## src/rtl/mem_access.sv

```systemverilog
// Memory-access pipeline stage: passes ALU results through or runs one SRAM read/write per load/store.
// Optional MEM_STORE_FORWARD_EN: a load hitting the last stored address completes from a forward register.
module mem_access #(
  parameter int unsigned WAIT_CYCLES = 1
) (
  input  logic        clk,
  input  logic        rst,
  input  logic [15:0] instruction_in,
  input  logic [15:0] alu_res_in,
  input  logic [15:0] store_data_in,
  input  logic        wb_en_in,
  input  logic [3:0]  wb_dest_in,
  output logic        wb_en,
  output logic [3:0]  wb_dest,
  output logic [15:0] wb_data,
  output logic        stall,
  output logic [17:0] sram_addr,
  output logic [15:0] sram_dq_out,
  input  logic [15:0] sram_dq_in,
  output logic        sram_dq_oe,
  output logic        sram_ce_n,
  output logic        sram_oe_n,
  output logic        sram_we_n
);
  typedef enum logic [1:0] {IDLE, READ, WRITE, HOLD} state_t;

  localparam logic [3:0] CNT_INIT = 4'(WAIT_CYCLES - 1);

  state_t      state_q, state_d;
  logic [3:0]  cnt_q, cnt_d;
  logic [15:0] addr_q, addr_d, dout_q, dout_d, wb_data_q, wb_data_d;
  logic        dq_oe_q, dq_oe_d, ce_n_q, ce_n_d, oe_n_q, oe_n_d, we_n_q, we_n_d;
  logic        wb_en_q, wb_en_d;
  logic [3:0]  wb_dest_q, wb_dest_d;
  logic        stall_c, is_load, is_store, fwd_hit;
  logic [15:0] fwd_val;
  logic        unused_ok;

  assign unused_ok = ^instruction_in[10:0];
  assign is_load   = (instruction_in[15:11] == 5'b10010) || (instruction_in[15:11] == 5'b10011);
  assign is_store  = (instruction_in[15:11] == 5'b11010) || (instruction_in[15:11] == 5'b11011);

`ifdef MEM_STORE_FORWARD_EN
  logic        fwd_vld_q;
  logic [15:0] fwd_addr_q, fwd_data_q;

  always_ff @(posedge clk or posedge rst) begin
    if (rst) begin
      fwd_vld_q  <= 1'b0;
      fwd_addr_q <= '0;
      fwd_data_q <= '0;
    end else if (state_q == IDLE && is_store) begin
      fwd_vld_q  <= 1'b1;
      fwd_addr_q <= alu_res_in;
      fwd_data_q <= store_data_in;
    end
  end

  assign fwd_hit = is_load && fwd_vld_q && (fwd_addr_q == alu_res_in);
  assign fwd_val = fwd_data_q;
`else
  assign fwd_hit = 1'b0;
  assign fwd_val = '0;
`endif

  always_comb begin
    state_d   = state_q;
    cnt_d     = cnt_q;
    addr_d    = addr_q;
    dout_d    = dout_q;
    dq_oe_d   = dq_oe_q;
    ce_n_d    = ce_n_q;
    oe_n_d    = oe_n_q;
    we_n_d    = we_n_q;
    wb_en_d   = 1'b0;
    wb_dest_d = wb_dest_q;
    wb_data_d = wb_data_q;
    stall_c   = 1'b0;
    unique case (state_q)
      IDLE: begin
        if (is_load && !fwd_hit) begin
          stall_c = 1'b1;
          state_d = READ;
          addr_d  = alu_res_in;
          ce_n_d  = 1'b0;
          oe_n_d  = 1'b0;
          cnt_d   = CNT_INIT;
        end else if (is_store) begin
          stall_c = 1'b1;
          state_d = WRITE;
          addr_d  = alu_res_in;
          dout_d  = store_data_in;
          dq_oe_d = 1'b1;
          ce_n_d  = 1'b0;
          we_n_d  = 1'b0;
          cnt_d   = CNT_INIT;
        end else begin
          wb_en_d   = wb_en_in;
          wb_dest_d = wb_dest_in;
          wb_data_d = fwd_hit ? fwd_val : alu_res_in;
        end
      end
      READ: begin
        if (cnt_q != 4'd0) begin
          stall_c = 1'b1;
          cnt_d   = cnt_q - 4'd1;
        end else begin
          wb_data_d = sram_dq_in;
          wb_en_d   = wb_en_in;
          wb_dest_d = wb_dest_in;
          ce_n_d    = 1'b1;
          oe_n_d    = 1'b1;
          state_d   = IDLE;
        end
      end
      WRITE: begin
        stall_c = 1'b1;
        if (cnt_q != 4'd0) begin
          cnt_d = cnt_q - 4'd1;
        end else begin
          we_n_d  = 1'b1;
          state_d = HOLD;
        end
      end
      HOLD: begin
        // Completing cycle of a store: address/data stay driven one more cycle after we_n rises.
        ce_n_d  = 1'b1;
        dq_oe_d = 1'b0;
        state_d = IDLE;
      end
      default: state_d = IDLE;
    endcase
  end

  always_ff @(posedge clk or posedge rst) begin
    if (rst) begin
      state_q   <= IDLE;
      cnt_q     <= '0;
      addr_q    <= '0;
      dout_q    <= '0;
      dq_oe_q   <= 1'b0;
      ce_n_q    <= 1'b1;
      oe_n_q    <= 1'b1;
      we_n_q    <= 1'b1;
      wb_en_q   <= 1'b0;
      wb_dest_q <= '0;
      wb_data_q <= '0;
    end else begin
      state_q   <= state_d;
      cnt_q     <= cnt_d;
      addr_q    <= addr_d;
      dout_q    <= dout_d;
      dq_oe_q   <= dq_oe_d;
      ce_n_q    <= ce_n_d;
      oe_n_q    <= oe_n_d;
      we_n_q    <= we_n_d;
      wb_en_q   <= wb_en_d;
      wb_dest_q <= wb_dest_d;
      wb_data_q <= wb_data_d;
    end
  end

  // Reset forces stall low even if a load/store is presented during reset.
  assign stall       = stall_c & ~rst;
  assign sram_addr   = {2'b00, addr_q};
  assign sram_dq_out = dout_q;
  assign sram_dq_oe  = dq_oe_q;
  assign sram_ce_n   = ce_n_q;
  assign sram_oe_n   = oe_n_q;
  assign sram_we_n   = we_n_q;
  assign wb_en       = wb_en_q;
  assign wb_dest     = wb_dest_q;
  assign wb_data     = wb_data_q;
endmodule

```

## config.mk

```make
export PLATFORM = sky130hd
export DESIGN_NAME = mem_access
export DESIGN_NICKNAME = d
export VERILOG_FILES = /design/src/rtl/mem_access.sv
export SDC_FILE = /design/constraint.sdc
export NUM_CORES = 1
export LEC_CHECK = 0
export ABC_AREA = 1
export CAP_MARGIN = 20
export CORE_ASPECT_RATIO = 2
export CORE_UTILIZATION = 42
export DETAILED_ROUTE_END_ITERATION = 6
export GPL_ROUTABILITY_DRIVEN = 0
export PLACE_DENSITY = 0.8
export RECOVER_POWER = 100
export SYNTH_ARGS = -nofsm -noshare
export SYNTH_HDL_FRONTEND = slang
export SYNTH_SLANG_ARGS = --single-unit
```

## constraint.sdc

```tcl
create_clock -name clk -period 2.1 [get_ports clk]
set_input_delay 0.315 -clock clk [delete_from_list [all_inputs] [get_ports clk]]
set_output_delay 0.315 -clock clk [all_outputs]
set_load 0.01 [all_outputs]
```

Yosys cells after proc, flatten, opt, wreduce, memory -nomap -nowiden
Cells that the tools add are included.

operators by class
  muxes and demuxes = 38
  reduce and logical (&&, ||, !) cells = 20
  bitwise logic cells = 3
  eq/ne operators = 15
  $add $sub $neg = 1

operators with widths
  cell                                                                      number
  16-bit 2-to-1 mux                                                         5
  16-bit case mux with 2 select lines                                       1
  4-bit 2-to-1 mux                                                          6
  5-bit equality test (second input constant)                               4
  3-bit AND reduction                                                       6
  4-bit case mux with 2 select lines                                        2
  1-bit 2-to-1 mux                                                          13
  2-bit inequality test (second input constant)                             6
  2-bit nonzero test                                                        5
  2-bit 2-to-1 mux                                                          4
  1-bit case mux with 2 select lines                                        4
  2-bit case mux with 4 select lines                                        1
  4-bit AND reduction                                                       2
  1-bit case mux with 3 select lines                                        2
  2-bit equality test (second input constant)                               2
  4-bit nonzero test                                                        1
  4-bit by 1-bit subtractor with 4-bit output (second input constant)       1
  3-bit inequality test (second input constant)                             1
  3-bit nonzero test                                                        1
  2-bit by 1-bit equality test with 1-bit output (second input constant)    1
  2-bit logical NOT                                                         1
  1-bit logical OR                                                          2
  2-bit by 1-bit inequality test with 1-bit output (second input constant)  1
  1-bit inverter                                                            2
  3 further kinds                                                           3

word-level totals
  output and inout bits = 60
  flip-flop bits (word level) = 63
  word-level logic and storage cells = 88

Longest topological paths before layout
  depth in word-level cells = 6
  mapped depth = 9

Worst setup path before layout
Ideal clock, no wire load.

  kind = reg-to-output
  from = register state_q[0]
  to = output stall
  stages on the path, launching flop included = 7
  required time = 1.785 ns
  arrival time = 1.351 ns
  buffers on the path = 2
  path slack = 0.434 ns
  cells stage by stage = dfrtp_1 -> inv_1 -> ha_1 -> buf_4 -> nand3_2 -> buf_2 -> a31oi_1

between the ends
  word-level cells in the longest chain between the ends = 3
  elaborated cells between the ends (all ways) = 5
  those cells by class = eq/ne (2); mux (1); bitwise (1); reduce/logical (1)

ends and longest elaborated chain
  element                                            RTL line  RTL
  from (decl)                                        29        state_t state_q, state_d;
  from (signal assigned)                             149       state_q <= state_d;
  2-bit equality test, or another cell as far along  79        unique case (state_q)
  1-bit case mux with 3 select lines (*)             79
  1-bit bitwise AND (*)                              164       assign stall = stall_c & ~rst;
  to (decl)                                          16        output logic stall,

Mark *: on every way between the ends. The rest lies on a longest branch, timed or not.

Worst setup path after layout
Ends and elaborated chain as after synthesis.

==> results <==
## per-layer routing
metal  wire length [µm]  global-route usage [%]  vias to the layer above
li1                   -                       -                     1369
met1               2950                    25.7                     1306
met2               4640                    40.8                       96
met3                353                    4.49                       29
met4                398                    15.8                        0
met5                  0                       0                        -
## layout make-up
cell class              instances  area share, %
well taps                      88           2.46
inverters                      34           2.85
multi-input cells             245           24.7
clock inverters                 2          0.782
repair buffers                124           27.3
clock buffers                  14           6.56
flip-flops and latches         63           35.3
## timing repair
item / CTS / global route
cloned: 0 / 0
resized for setup: 1 / 2
setup endpoints to repair: 1 / 19
## report_power, final
group / switching (mW) / internal [mW]
logic: 1.58 / 1.35
registers: 0.295 / 1.81
clock network: 0.490 / 1.08
total: 2.37 / 4.24
## registers in the layout, summed over array words and instances (netlist names)
register and flops:
sram_dq_out 16, state_q 2, sram_dq_oe 1, wb_en 1, sram_we_n 1, sram_ce_n 1, wb_dest 4, cnt_q 4
addr_q 16, sram_oe_n 1, wb_data 16
## placed cells by master (no fill, tap or decap), types with 9 or more instances in the layout
cell	instances
nand2_1	153
dfrtp_1	60
dlygate4sd3_1	58
clkdlybuf4s50_1	57
o21ai_0	42
inv_1	33
nand4_1	21
nand3_1	9
clkbuf_16	9
## kinds of logic after synthesis
| family | share of synthesized area (%) |
|---|---|
| and+or+nand+nor | 28.1 |
| adders and majority gates | 2.12 |
| DFF | 53.5 |
| AOI/OAI and AO/OA | 7.58 |
| other | 0.127 |
| buffers and inverters | 8.60 |
## stage by stage
step	hold WS (ps)	worst slack [ps]	instances	instance area, µm²	total power, mW
after floorplan	425	220	362	2960	3.76
after global placement	453	30.4	554	4170	5.16
after detailed placement	453	-10.5	554	4170	5.29
after CTS	416	44.2	570	4500	6.89
after global routing	478	13.3	570	4480	7.09
final	462	47.0	570	4480	6.61
## worst max-delay path: stages (launching register included)
cell,delay (ps)
dfrtp_1,410
ha_1,240
or2_2,300
a31oi_1,170
clkdlybuf4s15_1,300
## worst min path at each step
stage,from,endpoint,cells after the start
after floorplan,store_data_in[0],sram_dq_out[0],2
after global placement,wb_data[14],wb_data[14],2
after detailed placement,sram_we_n,sram_we_n,2
after CTS,rst,sram_dq_out[15],3
after global routing,wb_data[10],wb_data[10],2
final,wb_data[10],wb_data[10],2
==> impl_results.md <==
- Status: finished clean
- FP Rows: 42
- Register area: 1580 µm²
- Setup crit start: state_q[0]
- Post-synth EDFFs: 0
- Setup TNS: 0 ps
- Total of max-cap violations: 0
- Avg WL per Cell: between 10 and 15 µm
- Startpoint types: flop
- # diodes: 0
- Synth area leader: dfrtp_1
- Global route total overflow: 0
- Relative slew slack: between 50% and 60%
- Port Buffer Count: 116
- Synth Area per Inst: around 8.2 µm²
- Residual DRC count: 0
- Worst EP required: ~1800 ps
- Peak VDD IR: around 0.00074 V
- Num CTS Buffers: 9
- Maximum net fanout on the critical path: 4
- Leak: between 2 and 2.5 nW
- Sequential-to-total area share from yosys stat: between 50% and 60%
- Hold buffer count at cts: 0
- Pwr/cell area: 1480 nW/µm²
- Final period utilization: between 90% and 100%
- Multi-input gate area: about 1100 µm²
- Max frequency: 0.487 GHz
- CTS max path bufs: 2
- # H-tree levels: 3
- Critical Path End Type: output pin
- R2R depth: 8
- Endpoints failing setup: 0
- Clk Latency, worst-skew pair: 320 ps
- HPWL after detailed placement: 6010 µm
- Setup CP Type: reg2out
- CORE AREA: a little under 7000 µm²
- Nets: approximately 550
- Initial antenna violation count: 0
- Synth unique cells: 22
- FF-to-FF End: wb_data[14]
- Mapped cell area: ~3000 µm²
- Yosys top cell area share: 50.8%
- Post-synth top cells: nand2_1, dfrtp_1, o21ai_0, inv_1, nand4_1
- Cells after Synth: roughly 360
- Seq cells post-synth: 63
- Top-count cell post-synth: nand2_1
- First-pass GRT wire length: 12800 µm
- Largest net degree at the start of global routing: 54
- Asr flop ratio synth: 100%
- Top FF cell, synth: dfrtp_1
- Crit path DAT: 1740 ps
- Syn-to-layout area delta: 51.7%
- Tightest Hold Check Type: reg2reg
- Fillers: 564
- YS warnings: 0
- Die height: between 100 and 150 µm
- Worst Skew: approximately 4.4 ps
- RSZ-0062 raised after global routing: false
- Final Hold Viols: 0
- Worst Setup EP: stall
- TritonCTS clock tree: done
- Proportion of layout cells with a drive suffix above 1: slightly above 7%
- Fin util: between 60% and 70%
- Via Count: 2800
- ANT nets after route: 0
- IO Count: roughly 130
- Die area: about 7400 µm²
- Post-layout minimum cycle time: 2050 ps
- Worst-Margin Slew: 679 ps
- Vias in the first global route: 2754
- FF-to-FF Start: state_q[0]
- Gr usage total: between 20% and 30%
- Setup Fix Bufs, Post-CTS: 0
- Top cells by area, synth: dfrtp_1, nand2_1, o21ai_0
- DRT iter0 DRCs: 194
- Clk slew on worst S/H paths: roughly 50 ps
- CTS root buffer: clkbuf_16
- Via-per-instance ratio: 4.91
- CTS sink cnt: 63
- Initial Utilization: a little over two fifths
- Reg2Reg Setup Slack: 180 ps
- Drt pass-1 iters: 4
- Max Slew Vio Count: 0
- Total wire length: roughly 8300 µm
- Horiz. Die Dim: roughly 61 µm
Note: power is estimated with default switching activity, not from simulation.
